## config.mk

```make
export PLATFORM = sky130hd
export DESIGN_NAME = rv_alu_arb_flat
export DESIGN_NICKNAME = d
export VERILOG_FILES = /design/src/rtl/rv_alu_pkg.sv /design/src/rtl/rv_alu_arb_if.sv /design/src/rtl/rv_rr_arbiter.sv /design/src/rtl/rv_alu_arb.sv /design/src/flat_wrapper.sv
export SDC_FILE = /design/constraint.sdc
export NUM_CORES = 1
export LEC_CHECK = 0
export CORE_AREA = 4 4 204 206
export DETAILED_ROUTE_END_ITERATION = 10
export DIE_AREA = 0 0 208 210
export GPL_TIMING_DRIVEN = 0
export PLACE_DENSITY_LB_ADDON = 0.3
export SLEW_MARGIN = 20
export SYNTH_ARGS = -nofsm -noshare
export SYNTH_HDL_FRONTEND = slang
export SYNTH_SLANG_ARGS = --single-unit
```

## constraint.sdc

```tcl
create_clock -name clk_i -period 1.5 [get_ports clk_i]
set_input_delay 0.3 -clock clk_i [delete_from_list [all_inputs] [get_ports clk_i]]
set_output_delay 0.3 -clock clk_i [all_outputs]
set_load 0.02 [all_outputs]
```

## src/rtl/rv_alu_pkg.sv

```systemverilog
// Shared definitions for the rv_alu_arb shared-ALU arbiter:
// ALU op-select encodings, arbiter FSM states and the legal-select helper.
package rv_alu_pkg;

  localparam logic [3:0] ALU_ADD  = 4'h0;
  localparam logic [3:0] ALU_SUB  = 4'h8;
  localparam logic [3:0] ALU_SLL  = 4'h1;
  localparam logic [3:0] ALU_SLT  = 4'h2;
  localparam logic [3:0] ALU_SLTU = 4'h3;
  localparam logic [3:0] ALU_XOR  = 4'h4;
  localparam logic [3:0] ALU_SRL  = 4'h5;
  localparam logic [3:0] ALU_SRA  = 4'hD;
  localparam logic [3:0] ALU_OR   = 4'h6;
  localparam logic [3:0] ALU_AND  = 4'h7;

  typedef enum logic [1:0] {
    ST_IDLE = 2'd0,
    ST_EXEC = 2'd1,
    ST_RESP = 2'd2
  } arb_state_t;

  // True when the op-select is one the ALU actually implements.
  function automatic logic sel_is_legal(input logic [3:0] sel);
    case (sel)
      ALU_ADD, ALU_SUB, ALU_SLL, ALU_SLT, ALU_SLTU,
      ALU_XOR, ALU_SRL, ALU_SRA, ALU_OR, ALU_AND: sel_is_legal = 1'b1;
      default:                                    sel_is_legal = 1'b0;
    endcase
  endfunction

endpackage

```

## src/rtl/rv_alu_arb_if.sv

```systemverilog
// Requester-side bus of rv_alu_arb: packed per-requester request channel
// and the shared response channel. The arbiter uses the slave view, the
// requesters (or a testbench) the master view.
interface rv_alu_arb_if #(
  parameter int NREQ = 2,
  parameter int XLEN = 64
);

  logic [NREQ-1:0]      req_valid_i;
  logic [NREQ-1:0]      req_ready_o;
  logic [NREQ*XLEN-1:0] req_op1_i;
  logic [NREQ*XLEN-1:0] req_op2_i;
  logic [NREQ*4-1:0]    req_sel_i;
  logic [NREQ-1:0]      rsp_valid_o;
  logic [NREQ-1:0]      rsp_ready_i;
  logic [XLEN-1:0]      rsp_data_o;
  logic                 rsp_err_o;

  modport slave (
    input  req_valid_i, req_op1_i, req_op2_i, req_sel_i, rsp_ready_i,
    output req_ready_o, rsp_valid_o, rsp_data_o, rsp_err_o
  );

  modport master (
    output req_valid_i, req_op1_i, req_op2_i, req_sel_i, rsp_ready_i,
    input  req_ready_o, rsp_valid_o, rsp_data_o, rsp_err_o
  );

endinterface

```

## src/rtl/rv_rr_arbiter.sv

```systemverilog
// Round-robin grant selection: starting after the last granted index,
// pick the first active request. Purely combinational; the owner of the
// pointer decides when it advances.
module rv_rr_arbiter #(
  parameter int NREQ = 2,
  parameter int IDXW = 1
) (
  input  logic [NREQ-1:0] req,
  input  logic [IDXW-1:0] ptr,
  output logic [NREQ-1:0] gnt,
  output logic [IDXW-1:0] gnt_idx,
  output logic            gnt_valid
);

  // Walk ptr+1, ptr+2, ... modulo NREQ and grant the first requester found.
  always_comb begin
    int              sum;
    logic [IDXW-1:0] cand;
    gnt       = '0;
    gnt_idx   = '0;
    gnt_valid = 1'b0;
    sum       = 0;
    cand      = '0;
    for (int i = 1; i <= NREQ; i++) begin
      sum = int'(ptr) + i;
      if (sum >= NREQ) sum = sum - NREQ;
      cand = sum[IDXW-1:0];
      if (!gnt_valid && req[cand]) begin
        gnt_valid = 1'b1;
        gnt[cand] = 1'b1;
        gnt_idx   = cand;
      end
    end
  end

endmodule

```

## src/rtl/rv_alu_arb.sv

```systemverilog
// rv_alu_arb: shares one external rv_alu between NREQ requesters.
// IDLE grants one requester round-robin and latches its operands, EXEC lets
// the ALU compute from the operand registers, RESP holds the registered
// result until the owning requester accepts it.
// Optional build macro RV_ALU_ARB_OPCHK_EN: flags illegal op-selects at
// grant time and returns rsp_err_o=1 with zero data instead of the ALU value.
module rv_alu_arb
  import rv_alu_pkg::*;
#(
  parameter int NREQ = 2,
  parameter int XLEN = 64
) (
  input  logic            clk_i,
  input  logic            rst_n_i,
  rv_alu_arb_if.slave     bus,
  output logic [XLEN-1:0] alu_op1_o,
  output logic [XLEN-1:0] alu_op2_o,
  output logic [3:0]      alu_sel_o,
  input  logic [XLEN-1:0] alu_result_i
);

  localparam int IDXW = (NREQ > 1) ? $clog2(NREQ) : 1;

  arb_state_t      state_q, state_d;
  logic [IDXW-1:0] ptr_q;
  logic [NREQ-1:0] owner_q;
  logic [XLEN-1:0] op1_q, op2_q, result_q;
  logic [3:0]      sel_q;

  logic [NREQ-1:0] gnt;
  logic [IDXW-1:0] gnt_idx;
  logic            gnt_valid;
  logic            grant_fire;
  logic [XLEN-1:0] grant_op1, grant_op2, exec_result;
  logic [3:0]      grant_sel;

  rv_rr_arbiter #(
    .NREQ (NREQ),
    .IDXW (IDXW)
  ) u_arb (
    .req       (bus.req_valid_i),
    .ptr       (ptr_q),
    .gnt       (gnt),
    .gnt_idx   (gnt_idx),
    .gnt_valid (gnt_valid)
  );

  // Route the winning requester's operands and op-select toward the registers.
  always_comb begin
    grant_op1 = '0;
    grant_op2 = '0;
    grant_sel = '0;
    for (int k = 0; k < NREQ; k++) begin
      if (gnt[k]) begin
        grant_op1 = bus.req_op1_i[k*XLEN +: XLEN];
        grant_op2 = bus.req_op2_i[k*XLEN +: XLEN];
        grant_sel = bus.req_sel_i[k*4 +: 4];
      end
    end
  end

  // FSM state register.
  always_ff @(posedge clk_i or negedge rst_n_i) begin
    if (!rst_n_i) state_q <= ST_IDLE;
    else          state_q <= state_d;
  end

  // Next state plus the handshake outputs; only the owner's ready ends RESP.
  always_comb begin
    state_d         = state_q;
    grant_fire      = 1'b0;
    bus.req_ready_o = '0;
    bus.rsp_valid_o = '0;
    case (state_q)
      ST_IDLE: begin
        bus.req_ready_o = gnt;
        if (gnt_valid) begin
          grant_fire = 1'b1;
          state_d    = ST_EXEC;
        end
      end
      ST_EXEC: state_d = ST_RESP;
      ST_RESP: begin
        bus.rsp_valid_o = owner_q;
        if (|(bus.rsp_ready_i & owner_q)) state_d = ST_IDLE;
      end
      default: state_d = ST_IDLE;
    endcase
  end

  // Operand/owner capture on grant, result capture at the end of EXEC.
  always_ff @(posedge clk_i or negedge rst_n_i) begin
    if (!rst_n_i) begin
      ptr_q    <= IDXW'(NREQ - 1);
      owner_q  <= '0;
      op1_q    <= '0;
      op2_q    <= '0;
      sel_q    <= '0;
      result_q <= '0;
    end else begin
      if (grant_fire) begin
        ptr_q   <= gnt_idx;
        owner_q <= gnt;
        op1_q   <= grant_op1;
        op2_q   <= grant_op2;
        sel_q   <= grant_sel;
      end
      if (state_q == ST_EXEC) result_q <= exec_result;
    end
  end

`ifdef RV_ALU_ARB_OPCHK_EN
  logic err_q;

  // Remember whether the granted op-select is outside the implemented set.
  always_ff @(posedge clk_i or negedge rst_n_i) begin
    if (!rst_n_i)        err_q <= 1'b0;
    else if (grant_fire) err_q <= !sel_is_legal(grant_sel);
  end

  assign exec_result   = err_q ? '0 : alu_result_i;
  assign bus.rsp_err_o = err_q && (state_q == ST_RESP);
`else
  assign exec_result   = alu_result_i;
  assign bus.rsp_err_o = 1'b0;
`endif

  assign alu_op1_o      = op1_q;
  assign alu_op2_o      = op2_q;
  assign alu_sel_o      = sel_q;
  assign bus.rsp_data_o = result_q;

endmodule

```

## src/flat_wrapper.sv

```systemverilog
// flat-port wrapper written by rule: the top's interface ports become plain ports
module rv_alu_arb_flat import rv_alu_pkg::*;
#(
  parameter int NREQ = 2,
  parameter int XLEN = 64
)
  (clk_i, rst_n_i, alu_op1_o, alu_op2_o, alu_sel_o, alu_result_i, bus_req_valid_i, bus_req_op1_i, bus_req_op2_i, bus_req_sel_i, bus_rsp_ready_i, bus_req_ready_o, bus_rsp_valid_o, bus_rsp_data_o, bus_rsp_err_o);
  rv_alu_arb_if #(.NREQ(NREQ), .XLEN(XLEN)) bus_i ();
  input  logic clk_i;
  input  logic rst_n_i;
  output logic [XLEN-1:0] alu_op1_o;
  output logic [XLEN-1:0] alu_op2_o;
  output logic [3:0] alu_sel_o;
  input  logic [XLEN-1:0] alu_result_i;
  input wire logic [$bits(bus_i.req_valid_i)-1:0] bus_req_valid_i;
  input wire logic [$bits(bus_i.req_op1_i)-1:0] bus_req_op1_i;
  input wire logic [$bits(bus_i.req_op2_i)-1:0] bus_req_op2_i;
  input wire logic [$bits(bus_i.req_sel_i)-1:0] bus_req_sel_i;
  input wire logic [$bits(bus_i.rsp_ready_i)-1:0] bus_rsp_ready_i;
  output wire logic [$bits(bus_i.req_ready_o)-1:0] bus_req_ready_o;
  output wire logic [$bits(bus_i.rsp_valid_o)-1:0] bus_rsp_valid_o;
  output wire logic [$bits(bus_i.rsp_data_o)-1:0] bus_rsp_data_o;
  output wire logic [$bits(bus_i.rsp_err_o)-1:0] bus_rsp_err_o;
  assign bus_i.req_valid_i = bus_req_valid_i;
  assign bus_i.req_op1_i = bus_req_op1_i;
  assign bus_i.req_op2_i = bus_req_op2_i;
  assign bus_i.req_sel_i = bus_req_sel_i;
  assign bus_i.rsp_ready_i = bus_rsp_ready_i;
  assign bus_req_ready_o = bus_i.req_ready_o;
  assign bus_rsp_valid_o = bus_i.rsp_valid_o;
  assign bus_rsp_data_o = bus_i.rsp_data_o;
  assign bus_rsp_err_o = bus_i.rsp_err_o;
  rv_alu_arb #(.NREQ(NREQ), .XLEN(XLEN)) u_core (.clk_i(clk_i), .rst_n_i(rst_n_i), .bus(bus_i), .alu_op1_o(alu_op1_o), .alu_op2_o(alu_op2_o), .alu_sel_o(alu_sel_o), .alu_result_i(alu_result_i));
endmodule
```

# After elaboration in Yosys (flattened, before gate mapping)
# Cells that the tools add are included.
# op_classes
n_addsub	4
n_lt_le_gt_ge	6
n_eq_ne	4
mux	29
bitwise_logic	2
n_reduce_logical	7
# ops
operator	n
64-bit 2-to-1 mux	4
1-bit 2-to-1 mux	14
2-bit 2-to-1 mux	6
4-bit 2-to-1 mux	2
2-bit case mux with 3 select lines	1
1-bit by 2-bit less-than comparator with 1-bit output, second input constant	2
2-bit by 1-bit != test with 1-bit output, second input constant	2
1-bit by 2-bit adder with 3-bit output, second input constant	1
3-bit by 2-bit >= comparator with 1-bit output, second input constant	1
1-bit logical AND	3
1-bit by 1-bit adder with 2-bit output, second input constant	1
2-bit bitwise AND	1
1-bit demux with 1-bit select	2
2-bit by 1-bit equality test with 1-bit output, second input constant	1
2-bit equality test, second input constant	1
1-bit >= comparator, second input constant	2
2-bit >= comparator, second input constant	1
2-bit zero test	1
2-bit OR	1
2-bit AND reduction	1
2-bit OR reduction	1
1-bit subtractor, second input constant	2
1-bit zero test	1
# totals
reg_bits	201
inputBits	334
output_inout_bits	201

# Logic depth before layout (Yosys ltp)
# Gate-level depths: netlist (run 1).
# logic_depth
depth_word	12
depth_mapped	5

# Cells and area by module
# From an unflattened synthesis (run 1), not the netlist that was laid out.
# unflattened
hier_cells	750
hier_area_um2	8380.5
# by_module_without_submodules
module	instances	cells_per_inst	area_each_um2
rv_alu_arb	1	745	8348.0
rv_rr_arbiter	1	5	32.5

# Worst setup path before layout (run 1)
# Ideal clock, no wire load.
# synth_path
path_kind	register to output
start	register u_core.state_q[1]
end	output port bus_req_ready_o[0]
arrival_ns	1.251
t_required_ns	1.200
path_slack_ns	-0.051
path_stages_with_launch	4
path_buffers	1
path_cell_list	dfrtp_1 -> or3b_1 -> a21oi_4 -> buf_2
# synth_between
elab_chain_len	2
# synth_rtl
element	line_no	source
start: declaration	rv_alu_arb.sv:24	arb_state_t state_q, state_d;
start signal: assignment	rv_alu_arb.sv:65	else state_q <= state_d;
2-bit zero test	rv_alu_arb.sv:74	case (state_q)
2-bit 2-to-1 mux	rv_alu_arb.sv:74	
end: declaration	flat_wrapper.sv:20	output wire logic [$bits(bus_i.req_ready_o)-1:0] bus_req_ready_o;
# Every way passes these cells.

# Worst setup path after layout (run 1)
# layout_path
start	register u_core.state_q[0]
end	output port bus_req_ready_o[0]
# Same word-level chain as after synthesis.

==> results.json, run 1 <==
{
  "outcome": "finished with violations",
  "violations": "negative setup slack",
  "netlist_area_um2": 8310,
  "drive_gt1_share_pct": 20.6,
  "ys.warnings.count": 0,
  "synth_simple_gate_area_share_pct": 11.0,
  "cap_viol_max_count": 0,
  "cts_tree": "built",
  "cts_buffers": 24,
  "synthDistinctLibCells": 21,
  "r2r_end": "u_core.bus.rsp_data_o[23]$_DFFE_PN0N_",
  "worstPathCellList": "or3b_4 -> a21oi_4 -> buf_6 -> buf_6",
  "synthArstFlopShare_pct": 100,
  "first_global_vias": 8588,
  "cts_htree_levels": 1,
  "antenna_found_initial": 1,
  "worst_slack_ns": -0.552,
  "power_density_nw_per_um2": 2090,
  "clock-sinks": 201,
  "fin_worst_skew_ns": 0.0110,
  "crit_slowest_cell": "dfrtp_2",
  "die_x_um": 208,
  "ioPinCount": 535,
  "clkTransAtPathRegs_ns": 0.06,
  "rrSetupSlack_ns": -0.35,
  "rows": 73,
  "timing.critical_path.from": "u_core.state_q[0]$_DFFE_PN0P_",
  "core_um2": 39600,
  "clockBufferDepth": 3,
  "fin_nets": 1540,
  "die_area_um2": 43700,
  "setup_viol": 200,
  "synth-adder-area-share_pct": 0,
  "max_freq_mhz": 487,
  "cp_max_fo": 3,
  "finalHoldViolations": 0,
  "synthFlopType": "dfrtp_1",
  "port_buffers": 533,
  "synth_edf_count": 0,
  "cpPeakStageDelay_ns": 0.43,
  "min_period_ns": 2.05,
  "rsz0062_at_grt": "true",
  "synth_top_family_by_area": "compound AO/OA/AOI/OAI gates",
  "fp.dieH_um": 210,
  "synth-seq-cells": 201,
  "syn_inst": 616,
  "postSynthAreaPerCell_um2": 13.5,
  "synth_mux_area_share_pct": 8.67,
  "vias_per_cell": 4.53,
  "ys_seq_area_share_pct": 60.5,
  "post_dp_cell_area_um2": 14400,
  "cpMostUsedCell": "buf_6",
  "finalCritPeriodShare_pct": 137,
  "clock_latency_ns": 0.52,
  "startpoint_type": "register",
  "first_pass_iters": 5,
  "slew_headroom_pct": 57.1,
  "cts-root-buf": "clkbuf_16",
  "dp_hpwl_mm": 29.6,
  "grt_pass1_wl_mm": 55.7,
  "critical_path_arrival_ns": 1.75,
  "required_ns": 1.20,
  "area_growth_pct": 97.7,
  "synth_compound_area_share_pct": 16.3,
  "track_usage_pct": 16.5,
  "grt.overflow.total": 0,
  "drv_slew": 0,
  "drtAntennaViolNets": 0,
  "cp-end-kind": "output pin",
  "initial_core_util_pct": 21.0,
  "synth_xor_xnor_area_share_pct": 0,
  "power_w": 0.0344,
  "num_vias": 7929,
  "final_core_util_pct": 41.4,
  "drt_iter0_drc": 306,
  "routed_wl_mm": 39.5,
  "leakage_nw": 8.88,
  "synth_nets": 950,
  "ir_drop_mv": 0.830,
  "crit_type": "register to output pin",
  "wl_per_cell_um": 22.6,
  "gp_congestion": 0.843,
  "final_cell_area_um2": 16400,
  "grt_max_degree": 85,
  "r2r_start": "u_core.state_q[0]$_DFFE_PN0P_",
  "min_path_type": "input port to async pin",
  "worst_pin_slew_ns": 0.644,
  "drc": 0,
  "reg2regPathDepth": 5
}
synth_stat cells, types with 2 or more instances:
cell	number	share of area, %
dfrtp_1	200	60
a221o_1	132	16
and3_1	132	9.9
mux2_2	64	8.7
clkbuf_1	40	1.8
buf_2	22	1.3
nand2_1	7	0.32
and2_1	3	0.23
a21o_1	2	0.18
buf_4	2	0.18
inv_1	2	0.090
metal layers:
layer	vias up	GRT usage (%)	wire length (µm)
li1	3620	-	-
met1	3876	18.4	14900
met2	393	30.6	20500
met3	40	5.31	3310
met4	0	4.17	788
met5	-	0	0
cells by family (layout without fill, tap and decap cells):
kind of cell | count (synthesis) | count (layout)
buffers and inverters | 66 | 673
DFF | 201 | 201
muxes | 64 | 64
AOI/OAI and AO/OA | 136 | 136
and+or+nand+nor | 148 | 148
other | 1 | 2
worst max path at each step:
stage                                                  end  slack (ns)  cells past startpoint
after CTS                               bus_req_ready_o[0]       -0.61                      4
final                                   bus_req_ready_o[0]       -0.55                      4
after global placement    u_core.alu_op2_o[29]$_DFFE_PN0P_       -8.91                      1
after detailed placement                bus_req_ready_o[1]       -1.55                      5
after global routing                    bus_req_ready_o[1]       -0.62                      4
after floorplan                         bus_req_ready_o[0]       -0.02                      3
power by group:
part	internal, W	switching (W)
registers	0.00818	0.00149
logic	0.00918	0.00887
clock network	0.00427	0.00240
cell type report:
| cell class | instances | area, µm² |
|---|---|---|
| clock buffers | 34 | 739 |
| plain buffers | 64 | 667 |
| multi-input cells | 349 | 3070 |
| repair buffers | 564 | 6080 |
| inverters | 2 | 7.51 |
| clock inverters | 9 | 173 |
| diodes | 1 | 2.50 |
| well taps | 525 | 657 |
| flip-flops and latches | 201 | 5040 |
| fillers | 3741 | 23200 |
state kept, by name, indices dropped and copies added, names as in the netlist:
| name | count |
|---|---|
| u_core.alu_sel_o | 4 |
| u_core.bus.rsp_data_o | 64 |
| u_core.alu_op1_o | 64 |
| u_core.ptr_q | 1 |
| u_core.alu_op2_o | 64 |
| u_core.state_q | 2 |
| u_core.owner_q | 2 |
worst max-delay path: cells and delay by family (launching register included):
kind,cells,cell delay [ns]
AO/OA/AOI/OAI,1,0.14
flip-flops,1,0.43
AND/OR/NAND/NOR,1,0.42
buffers and inverters,2,0.23
what timing repair did:
action | CTS | global route
pin swaps | 2 | 0
setup endpoints to repair | 396 | 370
cloned | 0 | 7
hold buffers | 1 | 0
setup buffers | 10 | 11
resized for setup | 166 | 315
endpoints found under the hold margin | 40 | 0
stage by stage:
stage	setup TNS [ns]	hold WS (ns)	setup slack, ns	std cells
final	-44.01	0.269	-0.552	1749
after detailed placement	-158.86	0.216	-1.55	1676
after floorplan	-0.471	0.00441	-0.0172	616
after global routing	-54.49	0.292	-0.618	1749
after CTS	-102.23	0.253	-0.611	1730
after global placement	-1987.12	0.463	-8.91	1674
layout by cell type (no fill, tap or decap), drive strengths merged:
cell,instances
a21oi,1
mux2,64
a221o,132
o21ai,1
a21o,2
clkbuf,76
inv,2
bufinv,5
nor3b,1
dlygate4sd2,1
clkinvlp,1
and2,3
nand2b,1
clkdlybuf4s50,331
nor2b,1
dfrtp,200
diode,1
conb,1
nand2,7
buf,77
dlygate4sd3,1
dfstp,1
or3b,1
nor2,1
clkinv,3
nand3,1
clkdlybuf4s15,15
dlymetal6s2s,161
and3,132
Note: power is estimated with default switching activity, not from simulation.
==> run 2, diff against run 1 <==
ABC_CLOCK_PERIOD_IN_PS = 1500   (was not set)
==> results of run 2 <==
The final DEF is identical to that of run 1; final timing and power are the same.
==> run 3, diff against run 2 <==
TNS_END_PERCENT = 1   (was not set)
==> run 3 against run 2 <==
  * The flow still finishes with violations (negative setup slack)
  * Combinational power down 14%
  * Non-clock buffer count fell by 19
  * First-iteration DRC count rose by 7.2%
  * Worst setup slack lost 0.032 ns
  * Critical endpoint unchanged
  * Largest cell class unchanged
  * Largest power group unchanged
==> results.json, run 3 (synthesized netlist as in run 1, its figures left out) <==
{
  "drtAntennaViolNets": 0,
  "reg2regPathDepth": 6,
  "grt_max_degree": 87,
  "ir_drop_mv": 0.705,
  "cp-endpoint": "bus_req_ready_o[0]",
  "num_vias": 7899,
  "cts_htree_levels": 1,
  "initial_core_util_pct": 21.0,
  "cap_viol_max_count": 0,
  "crit_type": "register to output pin",
  "startpoint_type": "register",
  "setup_viol": 185,
  "min_path_type": "input port to async pin",
  "rows": 73,
  "r2r_start": "u_core.ptr_q$_DFFE_PN1P_",
  "outcome": "finished with violations",
  "min_period_ns": 2.08,
  "leakage_nw": 6.99,
  "met1_usage_pct": 19.1,
  "clock-sinks": 201,
  "die_x_um": 208,
  "clkTransAtPathRegs_ns": 0.06,
  "clockBufferDepth": 3,
  "first_global_vias": 8544,
  "fill_cells": 3899,
  "dp_hpwl_mm": 28.9,
  "clock_latency_ns": 0.52,
  "cts-root-buf": "clkbuf_16",
  "r2r_end": "u_core.alu_op1_o[16]$_DFFE_PN0P_",
  "rsz0062_at_grt": "true",
  "worst_slack_ns": -0.584,
  "cts_buffers": 25,
  "grt-busiest-layer": "met2",
  "routed_wl_mm": 37.9,
  "die_area_um2": 43700,
  "finalCritPeriodShare_pct": 139,
  "port_buffers": 533,
  "grt_util_met2_pct": 28.7,
  "worst_pin_slew_ns": 0.577,
  "power_density_nw_per_um2": 2140,
  "area_growth_pct": 80.5,
  "critical_path_arrival_ns": 1.78,
  "required_ns": 1.20,
  "timing.critical_path.from": "u_core.state_q[0]$_DFFE_PN0P_",
  "cp-end-kind": "output pin",
  "drv_slew": 0,
  "max_freq_mhz": 480,
  "final_common_cell": "clkdlybuf4s50_1",
  "setup_tns_ns": -34.75,
  "drive_gt1_share_pct": 31.5,
  "ioPinCount": 535,
  "track_usage_pct": 16.3,
  "cts_tree": "built",
  "core_um2": 39600,
  "final_cell_mix": "clkdlybuf4s50_1, dfrtp_1, buf_2, and3_1, a221o_1",
  "fp.dieH_um": 210,
  "grt.overflow.total": 0,
  "antenna_found_initial": 1,
  "final_core_util_pct": 37.8,
  "gp_congestion": 0.847,
  "fin_worst_skew_ns": 0.00889,
  "violations": "negative setup slack",
  "rrSetupSlack_ns": -0.34,
  "vias_per_cell": 4.56,
  "drc": 0,
  "wl_per_cell_um": 21.9,
  "cp_max_fo": 4,
  "antenna_cells": 0,
  "slew_headroom_pct": 61.5,
  "grt_util_met3_pct": 5.46,
  "fin_nets": 1522,
  "finalHoldViolations": 0,
  "drt_iter0_drc": 328,
  "grt_pass1_wl_mm": 55.3,
  "first_pass_iters": 4
}
[run 3: worst min-delay path by stage]
| stage | start | to | slack [ns] | cells past startpoint |
|---|---|---|---|---|
| 2_1_floorplan | rst_n_i | u_core.alu_op1_o[0]$_DFFE_PN0P_ | 0.004 | 0 |
| 3_3_place_gp | u_core.ptr_q$_DFFE_PN1P_ | u_core.ptr_q$_DFFE_PN1P_ | 0.47 | 2 |
| 3_5_place_dp | rst_n_i | u_core.alu_op2_o[35]$_DFFE_PN0P_ | 0.21 | 1 |
| 4_1_cts | rst_n_i | u_core.alu_op2_o[35]$_DFFE_PN0P_ | 0.23 | 2 |
| 5_1_grt | rst_n_i | u_core.alu_op2_o[35]$_DFFE_PN0P_ | 0.27 | 2 |
| 6_report | rst_n_i | u_core.alu_op2_o[35]$_DFFE_PN0P_ | 0.26 | 2 |
[run 3: cell type report]
type	instances	area [µm²]	area share, %
clock buffer	37	761	5.07
timing repair buffer	545	4870	32.5
inverter	2	7.51	0.0500
tap	525	657	4.38
sequential	201	5030	33.6
clock inverter	8	168	1.12
multi-input combinational	349	3030	20.2
buffer	64	472	3.14
[run 3: repair_timing]
| item | 4_1_cts | 5_1_grt |
|---|---|---|
| setup endpoints to repair | 401 | 235 |
| endpoints found under the hold margin | 39 | 0 |
| gates resized for setup | 758 | 74 |
| pin swaps | 2 | 1 |
| buffers inserted | 6 | 3 |
| hold buffers | 1 | 0 |
| cloned | 0 | 0 |
[run 3: per-layer routing]
layer,up-vias,part of all wire (%)
met2,408,50
met1,3878,39
met4,2,2.3
met5,-,0.034
met3,48,9.0
li1,3563,-
[run 3: worst max-delay path, cell delays in order (launching register included)]
cell	delay (ns)
dfrtp_2	0.44
or3b_4	0.43
a21oi_4	0.15
buf_6	0.13
buf_6	0.11
[run 3: stage by stage]
stage	power [W]	area (µm²)	instances	hold slack, ns	setup WS (ns)
final	0.0321	15000	1731	0.262	-0.584
after global routing	0.0339	15000	1731	0.266	-0.666
after CTS	0.0329	15200	1728	0.231	-0.654
after detailed placement	0.0271	14400	1676	0.211	-1.75
after global placement	0.0270	14300	1674	0.466	-9.08
after floorplan	0.0182	8340	616	0.00441	-0.0298
[run 3: where the power goes]
| group | total [W] | internal, W | switching (W) |
|---|---|---|---|
| Combinational | 0.0156 | 0.00709 | 0.00854 |
| Clock | 0.00674 | 0.00434 | 0.00239 |
| Sequential | 0.00974 | 0.00818 | 0.00157 |
